### src/rtl/cpu_ctrl_fsm_pkg.sv
// cpu_ctrl_pkg: shared definitions for the multi-cycle RV32I control sequencer.
//   - RV32I major opcode constants (instruction bits [6:0])
//   - sequencer state encoding
//   - instruction class produced by inst_class
//   - halt cause codes driven on the fault output
package cpu_ctrl_pkg;

    localparam logic [6:0] OPC_LUI    = 7'b0110111;
    localparam logic [6:0] OPC_AUIPC  = 7'b0010111;
    localparam logic [6:0] OPC_JAL    = 7'b1101111;
    localparam logic [6:0] OPC_JALR   = 7'b1100111;
    localparam logic [6:0] OPC_BRANCH = 7'b1100011;
    localparam logic [6:0] OPC_LOAD   = 7'b0000011;
    localparam logic [6:0] OPC_STORE  = 7'b0100011;
    localparam logic [6:0] OPC_OP_IMM = 7'b0010011;
    localparam logic [6:0] OPC_OP     = 7'b0110011;
    localparam logic [6:0] OPC_FENCE  = 7'b0001111;
    localparam logic [6:0] OPC_SYSTEM = 7'b1110011;

    typedef enum logic [2:0] {
        ST_FETCH,
        ST_DECODE,
        ST_EXEC,
        ST_MEM,
        ST_WB,
        ST_HALT
    } state_t;

    typedef enum logic [3:0] {
        CLS_LUI,
        CLS_AUIPC,
        CLS_JAL,
        CLS_JALR,
        CLS_BRANCH,
        CLS_LOAD,
        CLS_STORE,
        CLS_OP_IMM,
        CLS_OP,
        CLS_FENCE,
        CLS_SYSTEM,
        CLS_ILLEGAL
    } inst_class_t;

    typedef enum logic [1:0] {
        FAULT_ECALL   = 2'd0,
        FAULT_ILLEGAL = 2'd1,
        FAULT_TIMEOUT = 2'd2
    } fault_t;

endpackage

### src/rtl/cpu_ctrl_fsm_if.sv
// cpu_ctrl_fsm_if: bundle between the control sequencer and its memories/datapath.
//   imem_req/imem_ready/imem_inst : instruction fetch handshake and data
//   dmem_req/dmem_we/dmem_ready   : data memory handshake (we=1 store, 0 load)
//   ir                            : latched instruction word for the decoder
//   br_taken                      : branch condition from the alu
//   rf_we/pc_en/pc_sel_target     : regfile write and pc update strobes
// master = sequencer side, slave = memory/datapath side.
interface cpu_ctrl_fsm_if;

    logic        imem_req;
    logic        imem_ready;
    logic [31:0] imem_inst;
    logic [31:0] ir;
    logic        br_taken;
    logic        dmem_req;
    logic        dmem_we;
    logic        dmem_ready;
    logic        rf_we;
    logic        pc_en;
    logic        pc_sel_target;

    modport master (
        output imem_req,
        input  imem_ready,
        input  imem_inst,
        output ir,
        input  br_taken,
        output dmem_req,
        output dmem_we,
        input  dmem_ready,
        output rf_we,
        output pc_en,
        output pc_sel_target
    );

    modport slave (
        input  imem_req,
        output imem_ready,
        output imem_inst,
        input  ir,
        output br_taken,
        input  dmem_req,
        input  dmem_we,
        output dmem_ready,
        input  rf_we,
        input  pc_en,
        input  pc_sel_target
    );

endinterface

### src/rtl/cpu_ctrl_fsm_inst_class.sv
// inst_class: combinational classification of the latched instruction.
//   opcode    in  7  instruction bits [6:0]
//   funct3    in  3  instruction bits [14:12]
//   cls       out    instruction class (CLS_ILLEGAL for anything unsupported)
//   writes_rd out 1  class writes a destination register
//   is_mem    out 1  class needs the MEM phase (load or store)
//   is_store  out 1  class is a store
module inst_class
    import cpu_ctrl_pkg::*;
(
    input  logic [6:0]  opcode,
    input  logic [2:0]  funct3,
    output inst_class_t cls,
    output logic        writes_rd,
    output logic        is_mem,
    output logic        is_store
);

    // Opcode map. Words whose low two bits are not 2'b11 never match a
    // listed opcode, so they fall through to CLS_ILLEGAL. Only ECALL/EBREAK
    // (funct3=0) are accepted from the SYSTEM space; CSR ops are illegal.
    always_comb begin
        cls = CLS_ILLEGAL;
        case (opcode)
            OPC_LUI:    cls = CLS_LUI;
            OPC_AUIPC:  cls = CLS_AUIPC;
            OPC_JAL:    cls = CLS_JAL;
            OPC_JALR:   cls = CLS_JALR;
            OPC_BRANCH: cls = CLS_BRANCH;
            OPC_LOAD:   cls = CLS_LOAD;
            OPC_STORE:  cls = CLS_STORE;
            OPC_OP_IMM: cls = CLS_OP_IMM;
            OPC_OP:     cls = CLS_OP;
            OPC_FENCE:  cls = CLS_FENCE;
            OPC_SYSTEM: cls = (funct3 == 3'b000) ? CLS_SYSTEM : CLS_ILLEGAL;
            default:    cls = CLS_ILLEGAL;
        endcase
    end

    // Per-class attribute flags used by the sequencer.
    always_comb begin
        writes_rd = cls inside {CLS_LUI, CLS_AUIPC, CLS_JAL, CLS_JALR,
                                CLS_LOAD, CLS_OP_IMM, CLS_OP};
        is_mem    = cls inside {CLS_LOAD, CLS_STORE};
        is_store  = (cls == CLS_STORE);
    end

endmodule

### src/rtl/cpu_ctrl_fsm.sv
// cpu_ctrl_fsm: multi-cycle FETCH/DECODE/EXEC/MEM/WB sequencer for the RV32I datapath.
//   clk      in  1      system clock, rising edge
//   reset    in  1      synchronous active-high reset
//   run      in  1      permits a new fetch (an instruction in flight always completes)
//   bus      master     memory handshakes, ir, br_taken and datapath strobes
//   halted   out 1      sticky halt (ECALL/EBREAK, illegal opcode, fetch timeout)
//   fault    out 2      halt cause: 0 ecall/ebreak, 1 illegal, 2 fetch timeout
//   instret  out CNT_W  retired-instruction count, wraps
// FETCH_TIMEOUT = max unanswered fetch-request cycles before halting; 0 disables it.
module cpu_ctrl_fsm
    import cpu_ctrl_pkg::*;
#(
    parameter int CNT_W         = 32,
    parameter int FETCH_TIMEOUT = 255
) (
    input  logic             clk,
    input  logic             reset,
    input  logic             run,
    cpu_ctrl_fsm_if.master   bus,
    output logic             halted,
    output logic [1:0]       fault,
    output logic [CNT_W-1:0] instret
);

    localparam bit TIMEOUT_EN = (FETCH_TIMEOUT != 0);
    localparam int TO_W       = (FETCH_TIMEOUT < 2) ? 1 : $clog2(FETCH_TIMEOUT + 1);
    // Value of the wait counter on the last allowed unanswered cycle.
    localparam logic [TO_W-1:0] TO_LAST = TO_W'((FETCH_TIMEOUT == 0) ? 0 : FETCH_TIMEOUT - 1);

    state_t            state;
    state_t            next_state;
    logic [31:0]       ir_q;
    logic [TO_W-1:0]   to_cnt;
    logic              to_inc;
    logic              br_flag;
    fault_t            fault_q;
    fault_t            fault_next;
    logic              set_fault;
    logic              load_ir;
    logic              retire;
    logic [CNT_W-1:0]  instret_q;

    inst_class_t       cls;
    logic              writes_rd;
    logic              is_mem;
    logic              is_store;

    inst_class u_inst_class (
        .opcode    (ir_q[6:0]),
        .funct3    (ir_q[14:12]),
        .cls       (cls),
        .writes_rd (writes_rd),
        .is_mem    (is_mem),
        .is_store  (is_store)
    );

    // State register.
    always_ff @(posedge clk) begin
        if (reset) begin
            state <= ST_FETCH;
        end else begin
            state <= next_state;
        end
    end

    // Next-state and strobe decode. Every strobe defaults low, so HALT and
    // the internal DECODE/EXEC cycles drive nothing onto the bus.
    always_comb begin
        next_state        = state;
        bus.imem_req      = 1'b0;
        bus.dmem_req      = 1'b0;
        bus.dmem_we       = 1'b0;
        bus.rf_we         = 1'b0;
        bus.pc_en         = 1'b0;
        bus.pc_sel_target = 1'b0;
        load_ir           = 1'b0;
        retire            = 1'b0;
        to_inc            = 1'b0;
        set_fault         = 1'b0;
        fault_next        = FAULT_ECALL;
        case (state)
            ST_FETCH: begin
                bus.imem_req = run;
                if (run && bus.imem_ready) begin
                    load_ir    = 1'b1;
                    next_state = ST_DECODE;
                end else if (run && TIMEOUT_EN) begin
                    if (to_cnt == TO_LAST) begin
                        set_fault  = 1'b1;
                        fault_next = FAULT_TIMEOUT;
                        next_state = ST_HALT;
                    end else begin
                        to_inc = 1'b1;
                    end
                end
            end
            ST_DECODE: begin
                case (cls)
                    CLS_SYSTEM: begin
                        set_fault  = 1'b1;
                        fault_next = FAULT_ECALL;
                        next_state = ST_HALT;
                    end
                    CLS_ILLEGAL: begin
                        set_fault  = 1'b1;
                        fault_next = FAULT_ILLEGAL;
                        next_state = ST_HALT;
                    end
                    default: next_state = ST_EXEC;
                endcase
            end
            ST_EXEC: begin
                next_state = is_mem ? ST_MEM : ST_WB;
            end
            ST_MEM: begin
                bus.dmem_req = 1'b1;
                bus.dmem_we  = is_store;
                if (bus.dmem_ready) begin
                    next_state = ST_WB;
                end
            end
            ST_WB: begin
                // rd=x0 suppresses the write even for register-writing classes.
                bus.rf_we         = writes_rd && (ir_q[11:7] != 5'd0);
                bus.pc_en         = 1'b1;
                bus.pc_sel_target = (cls == CLS_JAL) || (cls == CLS_JALR) ||
                                    ((cls == CLS_BRANCH) && br_flag);
                retire            = 1'b1;
                next_state        = ST_FETCH;
            end
            ST_HALT: begin
                next_state = ST_HALT;
            end
            default: begin
                next_state = ST_FETCH;
            end
        endcase
    end

    // Instruction register, loaded only on an accepted fetch.
    always_ff @(posedge clk) begin
        if (reset) begin
            ir_q <= '0;
        end else if (load_ir) begin
            ir_q <= bus.imem_inst;
        end
    end

    // Fetch wait counter. It clears whenever the sequencer is not going to
    // be in FETCH next cycle and simply holds while run is low.
    always_ff @(posedge clk) begin
        if (reset) begin
            to_cnt <= '0;
        end else if (next_state != ST_FETCH) begin
            to_cnt <= '0;
        end else if (to_inc) begin
            to_cnt <= to_cnt + TO_W'(1);
        end
    end

    // Branch condition is captured in EXEC so WB uses a stable value.
    always_ff @(posedge clk) begin
        if (reset) begin
            br_flag <= 1'b0;
        end else if (state == ST_EXEC) begin
            br_flag <= bus.br_taken;
        end
    end

    // Halt cause, written once on the transition into HALT.
    always_ff @(posedge clk) begin
        if (reset) begin
            fault_q <= FAULT_ECALL;
        end else if (set_fault) begin
            fault_q <= fault_next;
        end
    end

    // Retired-instruction counter, one step per WB, wrapping naturally.
    always_ff @(posedge clk) begin
        if (reset) begin
            instret_q <= '0;
        end else if (retire) begin
            instret_q <= instret_q + CNT_W'(1);
        end
    end

    assign bus.ir  = ir_q;
    assign halted  = (state == ST_HALT);
    assign fault   = fault_q;
    assign instret = instret_q;

endmodule

### src/flat_wrapper.sv
// flat-port wrapper written by rule: the top's interface ports become plain ports
module cpu_ctrl_fsm_flat import cpu_ctrl_pkg::*;
#(
    parameter int CNT_W         = 32,
    parameter int FETCH_TIMEOUT = 255
)
  (clk, reset, run, halted, fault, instret, bus_imem_req, bus_imem_ready, bus_imem_inst, bus_ir, bus_br_taken, bus_dmem_req, bus_dmem_we, bus_dmem_ready, bus_rf_we, bus_pc_en, bus_pc_sel_target);
  cpu_ctrl_fsm_if bus_i ();
  input  logic clk;
  input  logic reset;
  input  logic run;
  output logic halted;
  output logic [1:0] fault;
  output logic [CNT_W-1:0] instret;
  output wire logic [$bits(bus_i.imem_req)-1:0] bus_imem_req;
  input wire logic [$bits(bus_i.imem_ready)-1:0] bus_imem_ready;
  input wire logic [$bits(bus_i.imem_inst)-1:0] bus_imem_inst;
  output wire logic [$bits(bus_i.ir)-1:0] bus_ir;
  input wire logic [$bits(bus_i.br_taken)-1:0] bus_br_taken;
  output wire logic [$bits(bus_i.dmem_req)-1:0] bus_dmem_req;
  output wire logic [$bits(bus_i.dmem_we)-1:0] bus_dmem_we;
  input wire logic [$bits(bus_i.dmem_ready)-1:0] bus_dmem_ready;
  output wire logic [$bits(bus_i.rf_we)-1:0] bus_rf_we;
  output wire logic [$bits(bus_i.pc_en)-1:0] bus_pc_en;
  output wire logic [$bits(bus_i.pc_sel_target)-1:0] bus_pc_sel_target;
  assign bus_imem_req = bus_i.imem_req;
  assign bus_i.imem_ready = bus_imem_ready;
  assign bus_i.imem_inst = bus_imem_inst;
  assign bus_ir = bus_i.ir;
  assign bus_i.br_taken = bus_br_taken;
  assign bus_dmem_req = bus_i.dmem_req;
  assign bus_dmem_we = bus_i.dmem_we;
  assign bus_i.dmem_ready = bus_dmem_ready;
  assign bus_rf_we = bus_i.rf_we;
  assign bus_pc_en = bus_i.pc_en;
  assign bus_pc_sel_target = bus_i.pc_sel_target;
  cpu_ctrl_fsm #(.CNT_W(CNT_W), .FETCH_TIMEOUT(FETCH_TIMEOUT)) u_core (.clk(clk), .reset(reset), .run(run), .bus(bus_i), .halted(halted), .fault(fault), .instret(instret));
endmodule
### config.mk
export PLATFORM = sky130hd
export DESIGN_NAME = cpu_ctrl_fsm_flat
export DESIGN_NICKNAME = d
export VERILOG_FILES = /design/src/rtl/cpu_ctrl_fsm_pkg.sv /design/src/rtl/cpu_ctrl_fsm_if.sv /design/src/rtl/cpu_ctrl_fsm_inst_class.sv /design/src/rtl/cpu_ctrl_fsm.sv /design/src/flat_wrapper.sv
export SDC_FILE = /design/constraint.sdc
export NUM_CORES = 1
export LEC_CHECK = 0
export ABC_AREA = 1
export BUFFER_PORTS_ARGS = -buffer_cell sky130_fd_sc_hd__buf_2
export CORE_MARGIN = 8
export CORE_UTILIZATION = 45
export DETAILED_ROUTE_END_ITERATION = 12
export PLACE_DENSITY = 0.71
export REMOVE_ABC_BUFFERS = 1
export SYNTH_ARGS = -nofsm -noshare
export SYNTH_HDL_FRONTEND = slang
export SYNTH_SLANG_ARGS = --single-unit
### constraint.sdc
create_clock -name clk -period 2.5 [get_ports clk]
set_clock_uncertainty 0.15 [all_clocks]
set_input_delay 0 -clock clk [delete_from_list [all_inputs] [get_ports clk]]
set_output_delay 0 -clock clk [all_outputs]
set_load 0.01 [all_outputs]
==> impl_metrics.toml <==
[detailed_routing]
via_per_inst = 4.994
drc = 0
ant_nets = 0
drt_iter0_drc = 223
drt_pass1_iterations = 4
routedWlPerCell_um = 13.60
vias = 4060
drt-total-wl_um = 11060

[timing]
grt_setup_unrepaired = "false"
slew_violations = 0
fin_crit_sh = 0.8423
tightest_slew_ns = 0.6943
hold_violations = 0
setup_violations = 0
fmax_mhz = 474.9
fin_ws_ns = 0.3943
maxSlewHeadroom = 0.5366
tns_ns = 0
min_period_ns = 2.106

[grt]
grt_remaining_overflow = 0
grt_antenna_before_repair = 0
grt_usage = 0.1866
grt_pass1_wl_um = 17840
grt_max_degree = 50
first_global_vias = 3963

[yosys]
yosys.area.top_type = "dfxtp_1"
synth_top_area_frac = 0.4017
synthCells = 555
synth.distinct_cells = 37
ys_seq_area_frac = 0.4017
yosys_register_bits = 78
yosysWarnings = 0
syn_area_um2 = 3887
yosys-top-cells-area = "dfxtp_1 (40%), nand2_1 (11%), a21oi_1 (7.1%), nor2_1 (6.6%), nand3_1 (6.1%)"
avgSynthCellArea_um2 = 7.004

[run_status]
status = "complete, no violations"

[place]
hpwl_um = 7840
place_ws_ns = 0.5083
routabilityCongestion = 0.8959
portBuffers = 110

[finish]
layout-drive-gt1-share = 0.2287
num-nets-final = 740
areaGrowthSynthToFinish_pct = 30.58

[worst_setup_path]
worst-setup-path-type = "flip-flop to output pin"
reg2reg_to = "u_core.to_cnt[6]"
startpoint = "u_core.state[1]"
endpoint = "bus_dmem_we"
worst_setup_path_end_kind = "output pin"
worstPathArrival_ns = 1.96
rr_worst_depth = 12
startpoint_type = "flip-flop"
r2r_slack_ns = 0.48
reg2reg_from = "u_core.bus.ir[1]"
path_max_fanout = 4
crit_required_ns = 2.35

[clock_network]
cts_buffers = 9
cts.sinks = 78
clk_latency_ns = 0.36
cts.clk_slew.worst_paths_ns = 0.08
cts_root_buffer = "clkbuf_8"
cts_tree = "done"
htreeDepth = 3
clockBufferDepth = 2

[die]
fp.dieH_um = 108.9
initial_utilization = 0.4546
coreArea_um2 = 8551
die_area_um2 = 11870
io_pins = 111
die_x_um = 108.9
rows = 34

[pwr]
cellLeakagePower_nw = 2.274
powerDensity_nw_per_um2 = 544.7
ir_worst_vdd_mv = 0.2945

[worst_hold_path]
hold_path_class = "input port to flip-flop"

[flow_run]
cap_viol_max_count = 0
-- worst min-delay path by stage --
stage,startpoint,to,cells past startpoint
floorplan,reset,u_core.bus.ir[0],1
finish,run,u_core.to_cnt[1],5
global placement,bus_br_taken,u_core.br_flag,3
CTS,run,u_core.to_cnt[1],5
detailed placement,bus_br_taken,u_core.br_flag,3
global route,run,u_core.to_cnt[1],5
-- critical path, cell delays in order (launching register included) --
cell	delay, ns
dfxtp_1	0.39
inv_1	0.07
nor3_1	0.41
inv_1	0.08
a2111oi_0	0.44
buf_2	0.22
-- per-layer routing --
layer / track usage / up-vias / wire (um)
li1: - / 2083 / -
met2: 0.3137 / 120 / 5266
met4: 0.07722 / 0 / 206
met1: 0.2187 / 1835 / 4699
met3: 0.05201 / 22 / 885
met5: 0 / - / 0
-- cells in the final DEF (no fill, tap or decap), types with 3 or more instances in the layout --
master / Yosys / final
xor2_1: 13 / 13
inv_1: 62 / 62
dlygate4sd3_1: 0 / 36
buf_4: 0 / 3
buf_2: 3 / 110
nand3_2: 5 / 5
nor3_1: 15 / 15
dfxtp_1: 78 / 78
nand2_2: 4 / 4
a21oi_1: 55 / 55
inv_2: 6 / 6
clkinv_2: 0 / 4
nand2_1: 118 / 118
o21ai_0: 17 / 17
nor2_4: 4 / 4
nor2_1: 68 / 68
xnor2_1: 9 / 9
nand3_1: 47 / 47
nand4_1: 10 / 10
ha_1: 3 / 3
nor2_2: 5 / 5
clkbuf_8: 0 / 9
-- sequential cells by signal, summed over array words and instances (netlist names) --
register and flops:
u_core.bus.ir 32, u_core.instret 32, u_core.to_cnt 8, u_core.state 3
u_core.fault 2, u_core.br_flag 1
-- cell type report --
| class | count | area (um^2) |
|---|---|---|
| clock inverter | 7 | 65.06 |
| inverter | 68 | 255.2 |
| fill | 786 | 3475 |
| clock buffer | 9 | 123.9 |
| tap | 108 | 135.1 |
| antenna | 1 | 2.502 |
| multi-input combinational | 393 | 1999 |
| timing repair buffer | 149 | 933.4 |
| sequential | 78 | 1562 |
-- kinds of logic after synthesis --
| logic type | share of synthesized area |
|---|---|
| adder cells (fa/ha/maj) | 0.009657 |
| AO/OA/AOI/OAI | 0.1110 |
| flip-flops | 0.4017 |
| XOR/XNOR | 0.04957 |
| buffers and inverters | 0.08400 |
| AND/OR/NAND/NOR | 0.3441 |
-- where the power goes --
part,total (mW),switching [mW],internal (mW)
registers,1.35,0.0513,1.30
logic,0.492,0.303,0.189
clock network,0.921,0.468,0.454
total,2.77,0.822,1.94
-- cell usage after synthesis --
cell,n
a2111oi_0,1
a211oi_1,2
a21oi_1,55
a21oi_2,1
a221oi_1,1
and2_4,1
buf_1,3
buf_2,3
buf_6,1
clkbuf_1,9
dfxtp_1,78
ha_1,3
inv_1,62
inv_2,6
nand2_1,118
nand2_2,4
nand3_1,47
nand3_2,5
nand3_4,1
nand3b_1,1
nand4_1,10
nand4_2,1
nor2_1,68
nor2_2,5
nor2_4,4
nor3_1,15
nor3_2,1
nor3_4,2
nor3b_1,1
nor4_1,2
o21a_1,2
o21ai_0,17
o21bai_1,1
o31ai_1,1
or2_2,1
xnor2_1,9
xor2_1,13
-- stage by stage --
step,instances,power [mW],util,cell area [um^2],hold slack [ns]
6_report,813,2.765,0.5936,5076,0.02001
5_1_grt,812,2.925,0.5934,5074,0.06334
4_1_cts,812,2.797,0.5934,5074,0.01151
3_5_place_dp,760,1.829,0.5291,4524,0.1194
3_3_place_gp,760,1.816,0.5291,4524,0.1164
2_1_floorplan,539,1.639,-,3816,-0.08093
-- repair_timing --
action	4_1_cts	5_1_grt
gates resized for setup	0	0
hold endpoints to repair	37	0
buffers inserted	0	0
endpoints found under the setup margin	0	0
hold buffers	36	0
Power figures use the tool's default switching activity.
